### src/rtl/button_event_arbiter.sv
// Button event arbiter: synchronizes and debounces N_CH raw button levels,
// turns each accepted level change into a press/release event held in a
// one-entry slot per channel, and arbitrates the slots round-robin onto a
// single valid/ready event output. A dropped event sets a sticky overflow flag.
module button_event_arbiter #(
  parameter int N_CH      = 4,
  parameter int DB_CYCLES = 16
) (
  input  logic                    clk,
  input  logic                    reset_n,
  input  logic [N_CH-1:0]         btn_raw,
  input  logic                    evt_ready,
  input  logic                    clr_overflow,
  output logic                    evt_valid,
  output logic [$clog2(N_CH)-1:0] evt_ch,
  output logic                    evt_type,
  output logic [N_CH-1:0]         btn_state,
  output logic                    overflow
);

  localparam int CH_W  = $clog2(N_CH);
  localparam int CNT_W = (DB_CYCLES > 1) ? $clog2(DB_CYCLES) : 1;
  localparam logic [CNT_W-1:0] CNT_LAST = CNT_W'(DB_CYCLES - 1);
  localparam logic [CNT_W-1:0] CNT_ONE  = CNT_W'(1);
  localparam logic [CH_W-1:0]  LAST_CH  = CH_W'(N_CH - 1);

  logic [N_CH-1:0]  sync1_r;
  logic [N_CH-1:0]  sync2_r;
  logic [CNT_W-1:0] cnt_r     [N_CH];
  logic [CNT_W-1:0] cnt_nxt_s [N_CH];
  logic [N_CH-1:0]  btn_state_r;
  logic [N_CH-1:0]  toggle_s;

  logic [N_CH-1:0]  occ_r;
  logic [N_CH-1:0]  typ_r;
  logic [N_CH-1:0]  drain_s;
  logic             drop_s;
  logic             overflow_r;

  logic             evt_valid_r;
  logic [CH_W-1:0]  evt_ch_r;
  logic             evt_type_r;
  logic [CH_W-1:0]  last_r;
  logic             load_s;
  logic             grant_s;
  logic [CH_W-1:0]  grant_ch_s;

  assign evt_valid = evt_valid_r;
  assign evt_ch    = evt_ch_r;
  assign evt_type  = evt_type_r;
  assign btn_state = btn_state_r;
  assign overflow  = overflow_r;

  // Debounce: count consecutive disagreeing edges, toggle on the last one.
  always_comb begin
    toggle_s = '0;
    for (int c = 0; c < N_CH; c++) begin
      cnt_nxt_s[c] = '0;
      if (sync2_r[c] != btn_state_r[c]) begin
        if (cnt_r[c] == CNT_LAST) begin
          toggle_s[c]  = 1'b1;
          cnt_nxt_s[c] = '0;
        end else begin
          cnt_nxt_s[c] = cnt_r[c] + CNT_ONE;
        end
      end else begin
        cnt_nxt_s[c] = '0;
      end
    end
  end

  // Synchronizer flops, debounce counters and debounced levels.
  always_ff @(posedge clk or negedge reset_n) begin
    if (!reset_n) begin
      sync1_r     <= '0;
      sync2_r     <= '0;
      btn_state_r <= '0;
      for (int c = 0; c < N_CH; c++) begin
        cnt_r[c] <= '0;
      end
    end else begin
      sync1_r     <= btn_raw;
      sync2_r     <= sync1_r;
      btn_state_r <= btn_state_r ^ toggle_s;
      for (int c = 0; c < N_CH; c++) begin
        cnt_r[c] <= cnt_nxt_s[c];
      end
    end
  end

  // Round-robin search for the first occupied slot after the last grant.
  always_comb begin
    load_s     = ~evt_valid_r | evt_ready;
    grant_s    = 1'b0;
    grant_ch_s = '0;
    for (int i = 1; i <= N_CH; i++) begin
      int               sum;
      logic [CH_W-1:0]  idx;
      sum = int'(last_r) + i;
      sum = (sum >= N_CH) ? (sum - N_CH) : sum;
      idx = CH_W'(sum);
      if (!grant_s && occ_r[idx]) begin
        grant_s    = 1'b1;
        grant_ch_s = idx;
      end else begin
        grant_s    = grant_s;
        grant_ch_s = grant_ch_s;
      end
    end
  end

  // Per-channel drain strobes and overflow detection.
  always_comb begin
    drain_s = '0;
    for (int c = 0; c < N_CH; c++) begin
      drain_s[c] = load_s & grant_s & (grant_ch_s == CH_W'(c));
    end
    drop_s = |(toggle_s & occ_r & ~drain_s);
  end

  // Event slots: a drained slot may accept a new event on the same edge.
  always_ff @(posedge clk or negedge reset_n) begin
    if (!reset_n) begin
      occ_r <= '0;
      typ_r <= '0;
    end else begin
      for (int c = 0; c < N_CH; c++) begin
        if (toggle_s[c] && (!occ_r[c] || drain_s[c])) begin
          occ_r[c] <= 1'b1;
          typ_r[c] <= ~btn_state_r[c];
        end else if (drain_s[c]) begin
          occ_r[c] <= 1'b0;
        end
      end
    end
  end

  // Sticky overflow flag; a new drop wins over a simultaneous clear.
  always_ff @(posedge clk or negedge reset_n) begin
    if (!reset_n) begin
      overflow_r <= 1'b0;
    end else if (drop_s) begin
      overflow_r <= 1'b1;
    end else if (clr_overflow) begin
      overflow_r <= 1'b0;
    end
  end

  // Output register and round-robin pointer; channel 0 wins first after reset.
  always_ff @(posedge clk or negedge reset_n) begin
    if (!reset_n) begin
      evt_valid_r <= 1'b0;
      evt_ch_r    <= '0;
      evt_type_r  <= 1'b0;
      last_r      <= LAST_CH;
    end else if (load_s) begin
      if (grant_s) begin
        evt_valid_r <= 1'b1;
        evt_ch_r    <= grant_ch_s;
        evt_type_r  <= typ_r[grant_ch_s];
        last_r      <= grant_ch_s;
      end else begin
        evt_valid_r <= 1'b0;
      end
    end
  end

endmodule

### config.mk
export PLATFORM = sky130hd
export DESIGN_NAME = button_event_arbiter
export DESIGN_NICKNAME = d
export VERILOG_FILES = /design/src/rtl/button_event_arbiter.sv
export SDC_FILE = /design/constraint.sdc
export NUM_CORES = 1
export LEC_CHECK = 0
export ABC_CLOCK_PERIOD_IN_PS = 5100
export CORE_UTILIZATION = 60
export CTS_BUF_LIST = sky130_fd_sc_hd__clkbuf_16
export DETAILED_ROUTE_END_ITERATION = 6
export GPL_TIMING_DRIVEN = 0
export PLACE_DENSITY = 0.83
export SYNTH_ARGS = -nofsm -noshare
export SYNTH_HDL_FRONTEND = slang
export SYNTH_SLANG_ARGS = --single-unit
export TNS_END_PERCENT = 50
### constraint.sdc
create_clock -name clk -period 5.1 [get_ports clk]
set_input_delay 1.02 -clock clk [delete_from_list [all_inputs] [get_ports clk]]
set_output_delay 1.02 -clock clk [all_outputs]
set_load 0.01 [all_outputs]
# Yosys cells after proc, flatten, opt, wreduce, memory -nomap -nowiden
# Cells that the tools add are included.
# W data, S select, Z words.
# word_totals
register_bits	43
input_bits	8
out_inout_bits	9
wordCells	142
# classes
addsub	12
order_cmp	9
eq_ne	11
n_mux	49
bitwise_logic	15
reduce_logical	26
# op_table
operator	count
$mux W4	8
$mux W1	28
$add A4 B1 Y4 const B	4
$eq A4 B4 Y1 const B	4
$mux W2	8
$lt A2 B3 Y1 const B	5
$bmux W1 S2	5
$reduce_bool A2 Y1	5
$ge A3 B3 Y1 const B	3
$and A4 B4 Y4	2
$sub A2 B1 Y2 const B	4
$logic_and A1 B1 Y1	7
$logic_not A1 Y1	7
$add A2 B2 Y3 const B	2
$and A1 B1 Y1	5
$not A1 Y1	5
$add A2 B3 Y4 const B	1
$eq A2 B2 Y1 const B	2
$ge A4 B3 Y1 const B	1
$logic_or A1 B1 Y1	4
$ne A1 B1 Y1	4
$not A4 Y4	1
$reduce_or A4 Y1	1
$xor A4 B4 Y4	1
5 further kinds	5

# Logic depth before layout (Yosys ltp)
# logic_depth
word_depth	21
ltp_mapped	6
depth_no_buf	5

# Worst setup path before layout
# Ideal clock, no wire load.
# synth_path
kind	input -> register
startpoint	in evt_ready
endpoint	reg overflow_r, in the netlist overflow
setup_ps	124
arrival_time_ps	1867
required_time_ps	4976
path_slack_ps	3109
cell_stages	4
path_buffers	0
path_cell_list	nor2b_1 o41ai_2 o22ai_1 a211o_1
# synth_via
elab_chain_len	7
# synth_lines
element	line_no	rtl
start, declared	12	input logic evt_ready,
$or A1 B1 Y1 *	93	load_s = ~evt_valid_r | evt_ready;
$and A1 B1 Y1 *	116	drain_s[c] = load_s & grant_s & (grant_ch_s == CH_W'(c));
$and A1 B1 Y1	116	
$not A4 Y4 *	118	drop_s = |(toggle_s & occ_r & ~drain_s);
$and A4 B4 Y4 *	118	
$reduce_or A4 Y1 *	118	
$mux W1 or $reduce_bool A2 Y1 (tied branches)	-	
end signal, assigned	141	overflow_r <= 1'b0;
end signal, assigned	143	overflow_r <= 1'b1;
end signal, assigned	145	overflow_r <= 1'b0;
end, declared	38	logic overflow_r;
# Mark *: on every way between the ends. The rest lies on a longest branch, timed or not.
# A chain may end at the register's enable or synchronous reset.

# Worst setup path in the final report
# Same ends and word-level chain as after synthesis.

==> results_dict.tcl <==
set metrics [dict create \
    status "complete, but fails checks" \
    violations "design-rule violations" \
    routed_wl_microns 3020 \
    final_common_cell "dfrtp_1" \
    setup_viol 0 \
    post_dp_cell_area_sq_um 2050 \
    fillerInstances 185 \
    min_period_ns 2.38 \
    whs_path_depth 0 \
    seq_area_frac_synth_pct 58.0 \
    gp_congestion 0.757 \
    cts_buffer_depth 2 \
    syn_to_final_growth_pct 18.0 \
    cap_violations 0 \
    rsz0062_at_grt "false" \
    synth-seq-cells 43 \
    core_sq_um 2850 \
    core.rowCount 19 \
    drv_slew 0 \
    numCtsBuffers 5 \
    fin_area_sq_um 2200 \
    clk_latency_ns 0.28 \
    hp-start "sync1_r[2]" \
    power_density_nw_per_um2 410 \
    p_leak_nw 1.07 \
    synth_nets 160 \
    max_freq_mhz 419 \
    grt_pass1_vias 1177 \
    ctsResizeCount 0 \
    numClockSinks 43 \
    hp-class "reg2reg" \
    fp.dieH_microns 57.7 \
    yosysWarnings 0 \
    ant_nets 0 \
    post-place-ws_ns 2.47 \
    syn_area_sq_um 1860 \
    h-tree-depth 2 \
    r2r_slack_ns 2.98 \
    grt_pass1_wl_microns 5270 \
    final_cell_mix "dfrtp_1, clkdlybuf4s50_1, nor2_1" \
    hpwl_microns 2100 \
    drcViolationCount 1 \
    numPortBuffers 16 \
    cts.clk_slew.worst_paths_ns 0.06 \
    worstPathMaxFanout 6 \
    grt_max_degree 44 \
    dp_cells 195 \
    cts_tree "yes" \
    ctsHoldBuffers 0 \
    die_w_microns 57.7 \
    critical_path_arrival_ns 2.55 \
    die_area_sq_um 3330 \
    fin_tns_setup_ns 0 \
    start_util_pct 65.2 \
    syn-instance-count 148 \
    syn_avg_cell_area_sq_um 12.6 \
    antenna_found_initial 0 \
    viasPerCell 5.90 \
    fin_cells 203 \
    drt_pass1_iterations 6 \
    drive_above_1_share_pct 16.3 \
    worstPathRequired_ns 5.27 \
    fin_nets 183 \
    ios 17 \
    cts-root-buf "clkbuf_16" \
    yosysUniqueCellTypes 38 \
    relSlewSlack_pct 39.6 \
    timing.rr.end "overflow" \
    crit_path_end_kind "flop" \
    routedWlPerCell_microns 14.9 \
    grt_use_total_pct 21.7 \
    tightest_slew_ns 0.905 \
    peakVddDrop_uv 292 \
    post_cts.repair.setup_buffers 0 \
    min_to "sync2_r[2]" \
    finalCritPeriodShare_pct 46.8 \
    startpoint_type "input port" \
    r2r-start "last_r[1]" \
    hold_viol_final 0 \
    rr_worst_depth 6 \
    worstSetupPathType "in2reg" \
    initialDrtViolationCount 43 \
    antennaDiodeCount 0 \
    skew_ns 0.00701 \
    vias 1198 \
    p_total_uw 900 \
    layout_setup_ws_ns 2.72 \
    grt_overflow 0 \
]
[flip-flops by register name (all words and copies together) (netlist names), named ones only]
register   cells
evt_type       1
evt_valid      1
cnt_r         16
occ_r          4
typ_r          4
sync2_r        4
last_r         2
sync1_r        4
evt_ch         2
overflow       1
[power breakdown]
| group | internal [mW] | leakage (nW) | switching (mW) | total, mW |
|---|---|---|---|---|
| clock network | 0.178 | 0.0710 | 0.120 | 0.298 |
| logic | 0.101 | 0.457 | 0.0893 | 0.190 |
| registers | 0.384 | 0.544 | 0.0285 | 0.413 |
| total | 0.663 | 1.07 | 0.237 | 0.900 |
[area by class of cell]
cell class | count | area, sq um | area share [%]
buffer | 1 | 11.3 | 0.513
sequential | 43 | 1080 | 49.1
tap | 31 | 38.8 | 1.77
timing repair buffer | 16 | 155 | 7.07
clock buffer | 5 | 125 | 5.70
inverter | 6 | 22.5 | 1.03
clock inverter | 3 | 16.3 | 0.741
multi-input combinational | 98 | 748 | 34.1
[per-layer routing]
metal | vias up | GRT usage (%) | routed length [microns]
met1 | 583 | 27.3 | 1350
met3 | 7 | 7.37 | 106
li1 | 584 | - | -
met2 | 24 | 35.2 | 1520
met4 | 0 | 8.50 | 47
met5 | - | 0 | 0
[through the flow]
step / util, % / hold slack (ns)
after floorplan: - / 0.331
after global placement: 72.2 / 0.334
after detailed placement: 72.0 / 0.336
after CTS: 77.0 / 0.349
after global routing: 77.0 / 0.351
final: 77.0 / 0.347
[cells in the mapped netlist, drive strengths merged]
| cell | count | share of area (%) |
|---|---|---|
| a211o | 1 | 0.47 |
| a21bo | 1 | 0.54 |
| a21boi | 1 | 0.40 |
| a21o | 10 | 4.1 |
| a21oi | 2 | 0.74 |
| a22o | 1 | 0.47 |
| a311oi | 4 | 1.9 |
| a31o | 1 | 0.47 |
| a31oi | 5 | 1.7 |
| and2 | 1 | 0.34 |
| and3 | 2 | 0.67 |
| buf | 1 | 0.61 |
| dfrtp | 41 | 55 |
| dfstp | 2 | 2.8 |
| ha | 4 | 2.7 |
| inv | 6 | 1.2 |
| mux2 | 5 | 3.0 |
| mux2i | 4 | 2.2 |
| mux4 | 1 | 1.2 |
| nand2 | 3 | 0.61 |
| nand2b | 7 | 2.4 |
| nand3 | 4 | 1.1 |
| nand3b | 1 | 0.40 |
| nor2 | 11 | 2.4 |
| nor2b | 5 | 1.7 |
| nor3 | 1 | 0.27 |
| nor3b | 3 | 1.2 |
| o211ai | 1 | 0.40 |
| o21a | 1 | 0.40 |
| o22ai | 3 | 1.3 |
| o31ai | 1 | 0.40 |
| o41ai | 2 | 1.7 |
| or2 | 4 | 1.3 |
| xnor2 | 8 | 3.8 |
[worst max path at each step]
stage                   start        to  slack [ns]  cells after the start
floorplan           evt_ready  overflow        3.11                      4
global placement      reset_n  cnt_r[1]        2.02                      1
detailed placement  evt_ready  overflow        2.47                      5
CTS                 evt_ready  overflow        2.76                      5
global route        evt_ready  overflow        2.67                      5
finish              evt_ready  overflow        2.72                      5
[cell families (layout without fill, tap and decap cells)]
| logic type | after synthesis | in the layout | share of synthesized area [%] |
|---|---|---|---|
| AOI/OAI and AO/OA | 34 | 34 | 15.1 |
| xor gates and xnor gates | 8 | 8 | 3.77 |
| muxes | 10 | 10 | 6.39 |
| buffers and inverters | 7 | 31 | 1.82 |
| and+or+nand+nor | 42 | 42 | 12.3 |
| adders and majority gates | 4 | 4 | 2.69 |
| DFF | 43 | 43 | 58.0 |
[critical path, cell delays in order]
cell and delay [ns]:
clkdlybuf4s50_1 0.47, nor2b_1 0.12, o41ai_2 0.51, o22ai_1 0.14, a211o_1 0.29
Power figures use the tool's default switching activity.
